File: src/rtl/serial_nibble_sub_ctrl.sv
// Nibble-serial subtractor: one 4-bit borrow-lookahead slice reused LSB-first over NIBBLES cycles.
// Define SERIAL_SUB_SAT_EN to clamp Diff to zero whenever the final borrow is set.

module NibbleBorrowLookahead (
    input  logic [3:0] i_x,
    input  logic [3:0] i_y,
    input  logic       i_bin,
    output logic [3:0] o_diff,
    output logic       o_bout
);

    logic [3:0] w_g;
    logic [3:0] w_p;
    logic [3:0] w_b;

    // A bit generates a borrow when x<y, and passes one through when x==y.
    assign w_g = ~i_x & i_y;
    assign w_p = ~(i_x ^ i_y);

    assign w_b[0] = i_bin;
    assign w_b[1] = w_g[0] | (w_p[0] & i_bin);
    assign w_b[2] = w_g[1] | (w_p[1] & w_g[0]) | (w_p[1] & w_p[0] & i_bin);
    assign w_b[3] = w_g[2] | (w_p[2] & w_g[1]) | (w_p[2] & w_p[1] & w_g[0])
                  | (w_p[2] & w_p[1] & w_p[0] & i_bin);
    assign o_bout = w_g[3] | (w_p[3] & w_g[2]) | (w_p[3] & w_p[2] & w_g[1])
                  | (w_p[3] & w_p[2] & w_p[1] & w_g[0])
                  | (w_p[3] & w_p[2] & w_p[1] & w_p[0] & i_bin);

    assign o_diff = i_x ^ i_y ^ w_b;

endmodule

module serial_nibble_sub_ctrl #(
    parameter int NIBBLES = 4
) (
    input  logic                 clk,
    input  logic                 rst,
    input  logic                 start,
    input  logic [4*NIBBLES-1:0] X,
    input  logic [4*NIBBLES-1:0] Y,
    input  logic                 Bin,
    output logic [4*NIBBLES-1:0] Diff,
    output logic                 Bout,
    output logic                 zero,
    output logic                 busy,
    output logic                 done
);

    localparam int W  = 4 * NIBBLES;
    localparam int IW = (NIBBLES > 1) ? $clog2(NIBBLES) : 1;
    localparam logic [IW-1:0] LAST = IW'(NIBBLES - 1);

    typedef enum logic [1:0] {
        IDLE,
        RUN,
        DONE
    } state_t;

    state_t         r_state;
    state_t         w_stateNext;
    logic [W-1:0]   r_x;
    logic [W-1:0]   r_y;
    logic [W-1:0]   r_res;
    logic [W-1:0]   r_diff;
    logic           r_bout;
    logic           r_borrow;
    logic [IW-1:0]  r_idx;

    logic [3:0]     w_xNib;
    logic [3:0]     w_yNib;
    logic [3:0]     w_sliceDiff;
    logic           w_sliceBout;
    logic [W-1:0]   w_resNext;

    always_ff @(posedge clk or posedge rst) begin
        if (rst) begin
            r_state <= IDLE;
        end else begin
            r_state <= w_stateNext;
        end
    end

    always_comb begin
        w_stateNext = r_state;
        busy        = 1'b0;
        done        = 1'b0;
        case (r_state)
            IDLE: begin
                if (start) begin
                    w_stateNext = RUN;
                end
            end
            RUN: begin
                busy = 1'b1;
                if (r_idx == LAST) begin
                    w_stateNext = DONE;
                end
            end
            DONE: begin
                done        = 1'b1;
                w_stateNext = IDLE;
            end
            default: w_stateNext = IDLE;
        endcase
    end

    // Select the active nibble of the latched operands and merge the slice output back.
    always_comb begin
        w_xNib    = 4'd0;
        w_yNib    = 4'd0;
        w_resNext = r_res;
        for (int n = 0; n < NIBBLES; n++) begin
            if (r_idx == IW'(n)) begin
                w_xNib                = r_x[n*4 +: 4];
                w_yNib                = r_y[n*4 +: 4];
                w_resNext[n*4 +: 4]   = w_sliceDiff;
            end
        end
    end

    NibbleBorrowLookahead u_slice (
        .i_x    (w_xNib),
        .i_y    (w_yNib),
        .i_bin  (r_borrow),
        .o_diff (w_sliceDiff),
        .o_bout (w_sliceBout)
    );

    always_ff @(posedge clk or posedge rst) begin
        if (rst) begin
            r_x      <= '0;
            r_y      <= '0;
            r_res    <= '0;
            r_diff   <= '0;
            r_bout   <= 1'b0;
            r_borrow <= 1'b0;
            r_idx    <= '0;
        end else begin
            case (r_state)
                IDLE: begin
                    if (start) begin
                        r_x      <= X;
                        r_y      <= Y;
                        r_borrow <= Bin;
                        r_idx    <= '0;
                    end
                end
                RUN: begin
                    r_res    <= w_resNext;
                    r_borrow <= w_sliceBout;
                    r_idx    <= r_idx + 1'b1;
                    // Only the final nibble publishes, so Diff never shows a partial word.
                    if (r_idx == LAST) begin
                        r_bout <= w_sliceBout;
`ifdef SERIAL_SUB_SAT_EN
                        r_diff <= w_sliceBout ? '0 : w_resNext;
`else
                        r_diff <= w_resNext;
`endif
                    end
                end
                default: ;
            endcase
        end
    end

    assign Diff = r_diff;
    assign Bout = r_bout;
    assign zero = (r_diff == '0);

endmodule

File: config.mk
export PLATFORM = sky130hd
export DESIGN_NAME = serial_nibble_sub_ctrl
export DESIGN_NICKNAME = d
export VERILOG_FILES = /design/src/rtl/serial_nibble_sub_ctrl.sv
export SDC_FILE = /design/constraint.sdc
export NUM_CORES = 1
export LEC_CHECK = 0
export CAP_MARGIN = 20
export CORE_MARGIN = 2
export CORE_UTILIZATION = 50
export CTS_BUF_LIST = sky130_fd_sc_hd__clkbuf_8
export DETAILED_ROUTE_END_ITERATION = 16
export PLACE_DENSITY = 0.87
export SLEW_MARGIN = 10
export SYNTH_ARGS = -nofsm -noshare
export SYNTH_HDL_FRONTEND = slang
export SYNTH_SLANG_ARGS = --single-unit
export TNS_END_PERCENT = 30
File: constraint.sdc
create_clock -name clk -period 2.98 [get_ports clk]
set_input_delay 0.596 -clock clk [delete_from_list [all_inputs] [get_ports clk]]
set_output_delay 0.596 -clock clk [all_outputs]
set_load 0.01 [all_outputs]
### Yosys cells after proc, flatten, opt, wreduce, memory -nomap -nowiden

Index checks and enable logic that the tools add are counted.
Widths: inputs -> output; s select.

| word-level totals | value |
|---|---|
| ROM bits | 0 |
| RAM bits | 0 |
| input port bits | 36 |
| bits in latches | 0 |
| output and inout bits | 20 |
| register bits after elaboration | 70 |
| memories | 0 |

| cells by class | value |
|---|---|
| order comparisons | 0 |
| add/sub/neg operators | 1 |
| shift operators | 0 |
| reduce and logical (&&, ||, !) cells | 8 |
| div/mod/pow operators | 0 |
| multiplexer cells | 21 |
| multipliers | 0 |
| eq/ne operators | 7 |
| bitwise operators | 31 |

Operators with widths:

| kind | number |
|---|---|
| $mux 4 | 12 |
| $and 1x1->1 | 16 |
| $logic_not 16->1 | 1 |
| $or 1x1->1 | 10 |
| $not 4->4 | 2 |
| $pmux 2 s2 | 2 |
| $reduce_and 2->1 | 4 |
| $xor 4x4->4 | 2 |
| $eq 2x2->1 const B | 3 |
| $mux 2 | 3 |
| $and 4x4->4 | 1 |
| $eq 2x1->1 const B | 2 |
| $logic_not 2->1 | 2 |
| $ne 2x2->1 const B | 2 |
| $mux 1 | 3 |
| $add 2x1->2 const B | 1 |
| $pmux 1 s2 | 1 |
| $reduce_bool 2->1 | 1 |

### Depth between registers and ports, before layout

| logic depth | value |
|---|---|
| depth after elaboration | 13 |
| gate-level depth with buffers | 13 |

### Modules after synthesis

A second synthesis with hierarchy kept.

| second synthesis, totals | value |
|---|---|
| cell total of the unflattened synthesis | 255 |
| area, all modules | 3134.3 µm² |

Modules (own cells, without submodules):

| module | instances | area each (µm²) | cells each | seq. area each (µm²) |
|---|---|---|---|---|
| serial_nibble_sub_ctrl | 1 | 2934.1 | 228 | 1651.6 |
| NibbleBorrowLookahead | 1 | 200.2 | 27 | 0.0 |

### Worst setup path after synthesis

Ideal clock, no wire load.

| path | value |
|---|---|
| kind | reg-to-reg |
| start point | register r_idx[0] |
| end point | register r_res[11] |
| cell stages (with the launch flop) | 14 |
| setup time | 130 ps |
| buffers on the path | 2 |
| setup slack | 313 ps |
| arrival time | 2537 ps |
| cell sequence | dfrtp_1 -> inv_1 -> ha_1 -> buf_2 -> inv_1 -> buf_2 -> nor2_1 -> a311oi_1 -> a21oi_1 -> ha_1 -> a41oi_1 -> o21ai_2 -> xor2_2 -> o21ai_1 |

| between the ends | value |
|---|---|
| longest elaborated chain between the ends | 13 |

RTL lines:

| element | RTL line | RTL |
|---|---|---|
| start, declared | 67 | `logic [IW-1:0] r_idx;` |
| start signal, assigned | 151 | `r_idx <= r_idx + 1'b1;` |
| $logic_not 2->1 | 113 | `if (r_idx == IW'(n)) begin` |
| $mux 4 (4 in a row) | 113 |  |
| $xor 4x4->4 / $not 4->4 (equally long branches) | 18, 29, 17 |  |
| $not 4->4 / $and 4x4->4 (equally long branches) | 18, 17 |  |
| $and 1x1->1 (on tied branches) | 23, 24 |  |
| $or 1x1->1 (tied with other cells) | 23 | `assign w_b[3] = w_g[2] \| (w_p[2] & w_g[1]) \| (w_p[2] & w_p[1] & w_g[0])` |
| $or 1x1->1 / $and 1x1->1 (equally long branches) | 23, 24 |  |
| $or 1x1->1 | 24 | `\| (w_p[2] & w_p[1] & w_p[0] & i_bin);` |
| $xor 4x4->4 | 29 | `assign o_diff = i_x ^ i_y ^ w_b;` |
| $mux 4 * | 113 |  |
| end signal, assigned | 149 | `r_res <= w_resNext;` |
| end, declared | 63 | `logic [W-1:0] r_res;` |

Mark *: on every way between the ends. The rest lies on a longest branch, timed or not.
A chain may end at the register's enable or synchronous reset.

### Final worst setup path

| path | value |
|---|---|
| start point | register r_idx[1] |
| end point | register r_res[2] |

| between the ends | value |
|---|---|
| longest elaborated chain between the ends | 12 |

RTL lines:

| element | RTL line | RTL |
|---|---|---|
| $logic_not 2->1 | 113 |  |
| $mux 4 (4 in a row) | 113 |  |
| $xor 4x4->4 / $not 4->4 (equally long branches) | 18, 29, 17 |  |
| $not 4->4 / $and 4x4->4 (equally long branches) | 18, 17 |  |
| $and 1x1->1 | 22 | `assign w_b[2] = w_g[1] \| (w_p[1] & w_g[0]) \| (w_p[1] & w_p[0] & i_bin);` |
| $or 1x1->1 / $and 1x1->1 (equally long branches) | 22 |  |
| $or 1x1->1 | 22 |  |
| $xor 4x4->4 | 29 |  |
| $mux 4 * | 113 |  |

Marks and branches as above.

==> metrics.csv <==
stage;metric;value;unit
critical_path;crit_buf_inv;1;
global_routing;grt_pass1_vias;2376;
die;io_pins;56;
sta;finClkSkew;11.2;ps
power_and_ir_drop;power_frac_seq;30.7;%
critical_path;cp_slowest_stage_delay;400;ps
critical_path;worstPathRequired;3180;ps
global_routing;grt_pass1_wl;11500;µm
power_and_ir_drop;ir_drop;0.986;mV
global_routing;grt_max_degree;36;
critical_path;cp_slowest_cell;dfrtp_1;
detailed_routing;met2_wirelength;3290;µm
sta;setup_viol;0;
layout;antenna_cells;0;
critical_path;reg2regPathDepth;10;
clock_tree;clk_pin_slew_worst_paths;70;ps
logic_synthesis;yosys.area.top_type;dfrtp_1;
sta;relSlewSlack;53.7;%
detailed_routing;top_layer_used;met4;
critical_path;worstPathCellList;inv_1 -> ha_2 -> nand3_1 -> a311oi_2 -> a21oi_1 -> ha_1 -> a21o_1 -> a21oi_4 -> xnor2_1 -> o21ai_0;
run;max_cap_viol_count;0;
power_and_ir_drop;p_int;0.00306;W
logic_synthesis;synth_cell_types;42;
min_path;min-delay-path-class;register to register;
sta;min_period;2810;ps
die;die_w;84.3;µm
die;die_area;0.00711;mm²
die;die_h;84.3;µm
critical_path;path_depth;10;
critical_path;arrival;3010;ps
global_routing;grt.total_usage;20.4;%
power_and_ir_drop;swShare;43.3;%
global_routing;antenna_found_initial;0;
layout;fin_nets;396;
sta;fin_crit_sh;94.3;%
logic_synthesis;synth-warning-count;0;
detailed_routing;post-route-drc-count;0;
sta;slew_violations;0;
power_and_ir_drop;power.total;0.00539;W
global_routing;grt-ovfl-total;0;
critical_path;cp_top_family;compound AO/OA/AOI/OAI gates;
logic_synthesis;syn_nets;336;
logic_synthesis;yosysSeqAreaShare;51.2;%
power_and_ir_drop;p_per_area;1340;mW/mm²
clock_tree;clock_sinks;66;
detailed_routing;routedWlPerCell;15.6;µm
placed_design;place.gp.congestion;0.836;
clock_tree;post_cts_buffers;0;
placed_design;dp_hpwl;4950;µm
logic_synthesis;synthCells;290;
layout;drive_gt1_share;19.9;%
critical_path;end_kind;register;
detailed_routing;met3_length;259;µm
sta;fmax;356;MHz
critical_path;path_max_fanout;12;
die;start_util;51.4;%
logic_synthesis;synth_compound_area_share;12.0;%
layout;fin_cells;429;
placed_design;placed_cells;416;
power_and_ir_drop;p_clk_share;11.8;%
logic_synthesis;synth_ff_type;dfrtp_1;
layout;syn2layout_area_growth;25.0;%
clock_tree;cts_buffer_depth;2;
placed_design;place_area;0.00386;mm²
status;status;finished, final reports clean;
logic_synthesis;synth_seq_cells;66;
critical_path;criticalPathCategory;register to register;
logic_synthesis;synth.area.mux_share;14.9;%
clock_tree;cts-buffers-inserted;9;
detailed_routing;postRouteAntennaNets;0;
clock_tree;cts_tree;yes;
power_and_ir_drop;p_comb_share;57.5;%
critical_path;cp-start-kind;register;
detailed_routing;drt_iter0_markers;144;
logic_synthesis;syn_area;0.00323;mm²
detailed_routing;wirelength;6710;µm
logic_synthesis;synth_xor_area_share;1.05;%
logic_synthesis;synthTopCellsByArea;dfrtp_1 (51%), mux2_2 (8.4%), nand2_1 (4.3%);
logic_synthesis;synthAdderAreaFrac;4.11;%
sta;max_slew.worst_pin.slew;694;ps
logic_synthesis;syn_avg_cell_area;11.1;µm²
logic_synthesis;synth_top_area_share;51.2;%
clock_tree;root_buffer;clkbuf_8;
power_and_ir_drop;p_switching;0.00233;W
detailed_routing;vias;2356;
layout;final_util;64.2;%
logic_synthesis;synth_common_cells;dfrtp_1 (66), nand2_1 (37), mux2_2 (24);
die;rows;29;
sta;finalHoldViolCount;0;
detailed_routing;drt_first_pass_iters;4;
logic_synthesis;synthSimpleGateAreaFrac;12.4;%
clock_tree;htree_num_levels;3;
layout;stdcell_area;0.00403;mm²
logic_synthesis;synth_top_family_by_area;multiplexers;
die;core_area;0.00628;mm²
detailed_routing;viasPerCell;5.49;
min_path;min_path_cells;2;
placed_design;port_buffers;55;
detailed_routing;wl_met1;3040;µm
logic_synthesis;postSynth.asyncResetShare;100;%
clock_tree;clock_latency;340;ps
placed_design;dp_worst_setup_slack;50.4;ps
power_and_ir_drop;p_leak;1.75;nW
logic_synthesis;yosys.cell_count.top_type;dfrtp_1;
sta;timing.final.ws_setup;170;ps
logic_synthesis;synth_edf_count;0;
## what timing repair did
item,4_1_cts,5_1_grt
resized for setup,0,5
hold buffers,0,0
endpoints found under the setup margin,0,16
## flip-flops by register name (all words and copies together), names as in the netlist
signal / flops
r_x: 16
r_state: 2
r_idx: 2
Bout: 1
r_borrow: 1
Diff: 16
r_y: 16
r_res: 12
## power by group through the flow
stage	clock (W)	combinational [W]	sequential, W
floorplan	0	0.00217	0.00161
global placement	0	0.00296	0.00164
detailed placement	0	0.00304	0.00167
CTS	0.000649	0.00306	0.00166
global route	0.000687	0.00340	0.00171
finish	0.000636	0.00310	0.00165
## cell type report
class,count,area (µm²)
clock buffer,11,151
sequential,66,1650
timing repair buffer,63,623
fill,502,2240
inverter,13,57.6
clock inverter,2,7.51
tap,77,96.3
multi-input combinational,197,1450
## cells by family after synthesis
family / after synthesis
simple gates: 80
compound gates: 63
xor+xnor: 3
buf+inv: 27
fa+ha+maj: 10
mux: 41
flops: 66
## metrics by stage
step,TNS (ps),hold WS (ps)
floorplan,0,448
global placement,0,461
detailed placement,0,468
CTS,0,482
global route,-12.0,508
finish,0,482
## placed cells by master (no fill, tap or decap), types with 4 or more instances in the layout
cell	instances
ha_1	7
inv_1	9
mux2_4	7
nand2_1	37
mux2_2	24
a311oi_1	4
dfrtp_1	66
clkbuf_8	11
nor4_1	4
nor2_1	11
nor3_1	6
mux2i_1	6
nand3b_1	4
o31ai_1	4
buf_4	7
mux2_1	4
nand3_1	6
inv_2	4
clkdlybuf4s50_1	55
a21oi_1	23
o21ai_0	17
## tightest hold or removal path, cell delays in order (launching register included)
cell,delay [ps]
dfrtp_1,340
nand2_1,50
o21ai_1,60
## worst paths after layout
| kind | startpoint | end | slack [ps] |
|---|---|---|---|
| max in group asynchronous | rst | r_x[10] | 1670 |
| hold / removal | r_res[7] | r_res[7] | 480 |
| hold reg to reg | r_res[7] | r_res[7] | 480 |
| setup / recovery | r_idx[1] | r_res[2] | 170 |
| setup reg to reg | r_idx[1] | r_res[2] | 170 |
| min in group asynchronous | rst | r_state[1] | 680 |
## layer usage
metal | GRT usage (%) | vias to the layer above
met1 | 27.1 | 1150
met2 | 32.9 | 61
met3 | 3.74 | 11
met4 | 8.80 | 0
met5 | 0 | -
li1 | - | 1134
Power figures use the tool's default switching activity.
